`src/rtl/arbitro_memoria.sv`:
```
// Purpose : arbitrates a unified single-port memory between instruction fetch and data access.
// Latency : request seen in IDLE -> ACCESS next cycle -> ack one cycle after mem_ready (min 2 cycles).
// Backpressure: requesters hold req until their one-cycle ack; stall_if/stall_mem hold the pipeline meanwhile.
//
// Ports:
//   clk, reset (async, active-low)
//   if_req/if_addr -> if_rdata/if_ack         instruction fetch side
//   dm_req/dm_we/dm_addr/dm_wdata -> dm_rdata/dm_ack   data side
//   mem_en/mem_we/mem_addr/mem_wdata, mem_rdata/mem_ready   memory side (outputs registered)
//   stall_if, stall_mem, err_timeout (sticky)
module arbitro_memoria #(
    parameter int TIMEOUT    = 8,
    parameter int STARVE_MAX = 3
) (
    input  logic        clk,
    input  logic        reset,
    input  logic        if_req,
    input  logic [31:0] if_addr,
    output logic [31:0] if_rdata,
    output logic        if_ack,
    input  logic        dm_req,
    input  logic        dm_we,
    input  logic [31:0] dm_addr,
    input  logic [31:0] dm_wdata,
    output logic [31:0] dm_rdata,
    output logic        dm_ack,
    output logic        mem_en,
    output logic        mem_we,
    output logic [31:0] mem_addr,
    output logic [31:0] mem_wdata,
    input  logic [31:0] mem_rdata,
    input  logic        mem_ready,
    output logic        stall_if,
    output logic        stall_mem,
    output logic        err_timeout
);

    localparam logic [1:0] ST_IDLE   = 2'd0;
    localparam logic [1:0] ST_ACCESS = 2'd1;
    localparam logic [1:0] ST_RESP   = 2'd2;

    localparam int WAIT_W   = $clog2(TIMEOUT + 1);
    localparam int STARVE_W = $clog2(STARVE_MAX + 1);

    // Last wait cycle before the access is abandoned.
    localparam logic [WAIT_W-1:0]   WAIT_LAST  = WAIT_W'(TIMEOUT - 1);
    localparam logic [STARVE_W-1:0] STARVE_LIM = STARVE_W'(STARVE_MAX);

    logic [1:0]          state_q,     state_d;
    logic                mem_en_q,    mem_en_d;
    logic                mem_we_q,    mem_we_d;
    logic [31:0]         mem_addr_q,  mem_addr_d;
    logic [31:0]         mem_wdata_q, mem_wdata_d;
    logic [31:0]         if_rdata_q,  if_rdata_d;
    logic [31:0]         dm_rdata_q,  dm_rdata_d;
    logic                if_ack_q,    if_ack_d;
    logic                dm_ack_q,    dm_ack_d;
    logic                err_q,       err_d;
    logic                grant_if_q,  grant_if_d;
    logic [STARVE_W-1:0] starve_q,    starve_d;
    logic [WAIT_W-1:0]   wait_q,      wait_d;

    logic                pick_if;
    logic                finish;
    logic [31:0]         resp_data;

    always_comb begin
        state_d     = state_q;
        mem_en_d    = mem_en_q;
        mem_we_d    = mem_we_q;
        mem_addr_d  = mem_addr_q;
        mem_wdata_d = mem_wdata_q;
        if_rdata_d  = if_rdata_q;
        dm_rdata_d  = dm_rdata_q;
        if_ack_d    = 1'b0;
        dm_ack_d    = 1'b0;
        err_d       = err_q;
        grant_if_d  = grant_if_q;
        starve_d    = starve_q;
        wait_d      = wait_q;
        pick_if     = 1'b0;
        finish      = 1'b0;
        resp_data   = 32'h0000_0000;

        case (state_q)
            ST_IDLE: begin
                if (if_req || dm_req) begin
                    // Data has priority except when fetch has been passed over too often.
                    pick_if    = if_req && (!dm_req || (starve_q == STARVE_LIM));
                    state_d    = ST_ACCESS;
                    mem_en_d   = 1'b1;
                    wait_d     = '0;
                    grant_if_d = pick_if;
                    if (pick_if) begin
                        mem_addr_d  = if_addr;
                        mem_we_d    = 1'b0;
                        mem_wdata_d = 32'h0000_0000;
                        starve_d    = '0;
                    end else begin
                        mem_addr_d  = dm_addr;
                        mem_we_d    = dm_we;
                        mem_wdata_d = dm_wdata;
                        if (!if_req) begin
                            starve_d = '0;
                        end else if (starve_q != STARVE_LIM) begin
                            starve_d = starve_q + STARVE_W'(1);
                        end
                    end
                end
            end

            ST_ACCESS: begin
                if (mem_ready) begin
                    finish    = 1'b1;
                    resp_data = mem_rdata;
                end else if (wait_q == WAIT_LAST) begin
                    // Abandon the access: respond with zero data and flag it.
                    finish    = 1'b1;
                    resp_data = 32'h0000_0000;
                    err_d     = 1'b1;
                end else begin
                    wait_d = wait_q + WAIT_W'(1);
                end

                if (finish) begin
                    state_d  = ST_RESP;
                    mem_en_d = 1'b0;
                    mem_we_d = 1'b0;
                    if (grant_if_q) begin
                        if_ack_d   = 1'b1;
                        if_rdata_d = resp_data;
                    end else begin
                        dm_ack_d   = 1'b1;
                        dm_rdata_d = resp_data;
                    end
                end
            end

            ST_RESP: begin
                state_d = ST_IDLE;
            end

            default: begin
                state_d  = ST_IDLE;
                mem_en_d = 1'b0;
                mem_we_d = 1'b0;
            end
        endcase
    end

    always_ff @(posedge clk or negedge reset) begin
        if (!reset) begin
            state_q     <= ST_IDLE;
            mem_en_q    <= 1'b0;
            mem_we_q    <= 1'b0;
            mem_addr_q  <= 32'h0000_0000;
            mem_wdata_q <= 32'h0000_0000;
            if_rdata_q  <= 32'h0000_0000;
            dm_rdata_q  <= 32'h0000_0000;
            if_ack_q    <= 1'b0;
            dm_ack_q    <= 1'b0;
            err_q       <= 1'b0;
            grant_if_q  <= 1'b0;
            starve_q    <= '0;
            wait_q      <= '0;
        end else begin
            state_q     <= state_d;
            mem_en_q    <= mem_en_d;
            mem_we_q    <= mem_we_d;
            mem_addr_q  <= mem_addr_d;
            mem_wdata_q <= mem_wdata_d;
            if_rdata_q  <= if_rdata_d;
            dm_rdata_q  <= dm_rdata_d;
            if_ack_q    <= if_ack_d;
            dm_ack_q    <= dm_ack_d;
            err_q       <= err_d;
            grant_if_q  <= grant_if_d;
            starve_q    <= starve_d;
            wait_q      <= wait_d;
        end
    end

    assign mem_en      = mem_en_q;
    assign mem_we      = mem_we_q;
    assign mem_addr    = mem_addr_q;
    assign mem_wdata   = mem_wdata_q;
    assign if_rdata    = if_rdata_q;
    assign dm_rdata    = dm_rdata_q;
    assign if_ack      = if_ack_q;
    assign dm_ack      = dm_ack_q;
    assign err_timeout = err_q;

    assign stall_if  = if_req & ~if_ack_q;
    assign stall_mem = dm_req & ~dm_ack_q;

endmodule

```
`config.mk`:
```
export PLATFORM = sky130hd
export DESIGN_NAME = arbitro_memoria
export DESIGN_NICKNAME = d
export VERILOG_FILES = /design/src/rtl/arbitro_memoria.sv
export SDC_FILE = /design/constraint.sdc
export NUM_CORES = 1
export LEC_CHECK = 0
export BUFFER_PORTS_ARGS = -buffer_cell sky130_fd_sc_hd__buf_2
export CORE_UTILIZATION = 45
export CTS_CLUSTER_DIAMETER = 100
export DETAILED_ROUTE_END_ITERATION = 10
export GPL_TIMING_DRIVEN = 0
export PLACE_DENSITY = 0.81
export SLEW_MARGIN = 40
export SYNTH_ARGS = -nofsm -noshare
export SYNTH_HDL_FRONTEND = slang
export SYNTH_SLANG_ARGS = --single-unit
```
`constraint.sdc`:
```
create_clock -name clk -period 3.7 [get_ports clk]
set_clock_uncertainty 0.15 [all_clocks]
set_input_delay 0.74 -clock clk [delete_from_list [all_inputs] [get_ports clk]]
set_output_delay 0.74 -clock clk [all_outputs]
set_load 0.03 [all_outputs]
```
==> summary.md <==
| Metric | Value |
|---|---|
| Run status | finished clean |
| Residual DRC count | 0 |
| Critical Path Fanout Max | 10 |
| Wire per inst | 17.82 um |
| Largest net degree at the start of global routing | 77 |
| Crit Path Class | input port to primary output |
| Top cells by area in the synthesized netlist | dfrtp_1 62%, a22o_1 15%, a31oi_1 3.5%, nand3_1 3.0%, a21oi_1 2.8% |
| GR Util All Layers | 26.03% |
| Worst-case clock buffer depth | 2 |
| Design area | 7936 sq um |
| Final worst path period share | 69.15% |
| Cells resized by post-CTS repair | 0 |
| FF+latch count, synth | 142 |
| Syn Inst Count | 465 |
| CP Launch Point | if_req |
| Worst VDD drop | 522.4 uV |
| Post-Syn Area | 5698 sq um |
| Initial antenna violation count | 0 |
| Detailed-placement wirelength estimate | 12050 um |
| Area share of the largest cell type after synthesis | 62.36% |
| Crit path capture type | primary output |
| First-pass GRT wire length | 26200 um |
| Number of synthesized flops with an enable pin | 0 |
| Clock Latency Late Sink | 0.41 ns |
| Hold Crit Class | input port to async pin |
| Placer Congestion | 0.8146 |
| CTS tree | built |
| Worst R2R Path Depth | 6 |
| Setup TNS | 0 ns |
| MaxCap Viol Count | 0 |
| Grt ovf | 0 |
| Total die area | 13120 sq um |
| Synth top cells by count | 142 x dfrtp_1, 96 x a22o_1, 34 x nand3_1 |
| Clock-pin slew on the worst setup and hold paths | 0.06 ns |
| Leak | 4.008 nW |
| Final WS setup | 1.141 ns |
| Rel. slew slack | 65.62% |
| Total power | 0.008181 W |
| Pwr dens | 1031 nW/um^2 |
| Vias | 5179 |
| Postcts setup bufs | 0 |
| Req. time, crit path | 2.81 ns |
| Final Hold Violating Endpoints | 0 |
| DRT iter0 DRCs | 430 |
| Top_reg_cell synth | dfrtp_1 |
| Final Slew Violations | 0 |
| Achievable Freq | 390.8 MHz |
| Synth area leader | dfrtp_1 |
| Syn nets | 601 |
| # rows | 40 |
| Placed inst area | 7287 sq um |
| Die span in x | 114.5 um |
| Worst slew pin tran | 0.5137 ns |
| CTS Buf Count | 17 |
| Diodes inserted | 0 |
| CP Data Arrival Time | 1.67 ns |
| Post-CTS Hold Buffers | 0 |
| Most numerous cell in the Yosys netlist | dfrtp_1 |
| Yosys cell types | 41 |
| Die H | 114.5 um |
| RSZ-0062 raised after global routing | no |
| Ys Warns | 0 |
| Hold_ws | 0.1100 ns |
| Sink Count | 142 |
| Routed Wire Length | 16650 um |
| Mean post-synth cell area | 12.25 sq um |
| Port Buffer Count | 268 |
| Nets@finish | 889 |
| Core area | 12160 sq um |
| Drt via density | 5.545 |
| Starting density of the core | 46.85% |
| Root buffer cell | clkbuf_16 |
| I/O pin total | 269 |
| Sequential fraction of the synthesis area | 62.36% |
| H-Tree Depth | 4 |
| Area grow syn2layout | 39.28% |
| Post-DRT Antenna Nets | 0 |
| FF-to-FF Start | wait_q[0] |
| CP Launch Type | input port |
| Layout cell share with drive strength beyond 1 | 44.39% |
| Async SR Flop Fraction | 100.0% |
| First-pass DRT Iterations | 5 |
| Setup violations, final | 0 |
| Tmin final | 2.559 ns |
| Pre-CTS setup slack | 1.129 ns |
| Vias in the first global route | 5193 |
flip-flops by register name, summed over array words and instances, names as in the netlist:
| signal | flops |
|---|---|
| dm_rdata | 32 |
| if_rdata | 32 |
| mem_addr | 32 |
| mem_wdata | 32 |
| wait_q | 4 |
| starve_q | 2 |
| state_q | 2 |
| dm_ack | 1 |
| err_timeout | 1 |
| grant_if_q | 1 |
| if_ack | 1 |
| mem_en | 1 |
| mem_we | 1 |
final timing paths:
kind                           endpoint  slack [ns]
setup / recovery               stall_if        1.14
hold / removal             dm_rdata[20]        0.11
setup reg to reg           dm_rdata[21]        1.69
hold reg to reg             err_timeout        0.33
max in group asynchronous   mem_addr[0]        2.56
min in group clk            err_timeout        0.33
per-stage QoR:
stage          cells  utilization [%]
3_5_place_dp     902            59.92
5_1_grt          934            65.26
2_1_floorplan    465                -
3_3_place_gp     901            59.61
6_report         934            65.26
4_1_cts          934            65.26
per-layer routing:
metal / wire length [um] / global-route usage [%] / up-vias
met5: 0 / 0 / -
met4: 191 / 9.091 / 0
met3: 1311 / 8.841 / 16
met2: 8284 / 43.03 / 246
met1: 6859 / 31.84 / 2573
li1: - / - / 2344
report_power, final:
part           switching, W  internal, W  total [W]
Clock              0.000659      0.00119    0.00185
Sequential         0.000412      0.00227    0.00268
Combinational       0.00243      0.00123    0.00366
Total               0.00350      0.00468    0.00818
critical path, cell delays in order:
cell	delay, ns
buf_2	0.10
inv_1	0.17
clkbuf_1	0.37
nor2_1	0.09
buf_2	0.19
cell usage in the layout (no fill, tap or decap), types with 2 or more instances in the layout:
cell type	instances
bufinv_16	4
o21ai_1	8
inv_1	8
ha_1	2
clkinv_4	2
buf_6	3
buf_2	288
o2bb2ai_1	2
inv_6	2
clkbuf_8	3
a31oi_1	32
dfrtp_1	142
or2_1	2
and3_1	2
a22o_1	96
a21oi_1	32
o211ai_2	2
nor2_2	2
clkbuf_1	15
clkinvlp_4	3
clkbuf_16	17
nand2b_1	3
nand3_1	34
mux2i_1	2
buf_4	6
o21ai_0	29
nor2_1	2
cell families (layout without fill, tap and decap cells):
| kind of cell | after synthesis | after routing | share of synthesized area (%) |
|---|---|---|---|
| compound gates | 211 | 211 | 26.75 |
| xor+xnor | 1 | 1 | 0.1537 |
| fa+ha+maj | 2 | 2 | 0.4391 |
| buf+inv | 54 | 355 | 4.831 |
| flops | 142 | 142 | 62.36 |
| mux | 2 | 2 | 0.3514 |
| simple gates | 53 | 53 | 5.117 |
cell type report:
class / instances / area (sq um)
Clock inverter: 12 / 182.7
Inverter: 8 / 30.03
Buffer: 46 / 245.2
Multi-Input combinational cell: 269 / 1869
Clock buffer: 20 / 466.7
Fill cell: 956 / 4225
Timing Repair Buffer: 269 / 1379
Sequential cell: 142 / 3553
Tap cell: 168 / 210.2
Power figures use the tool's default switching activity.
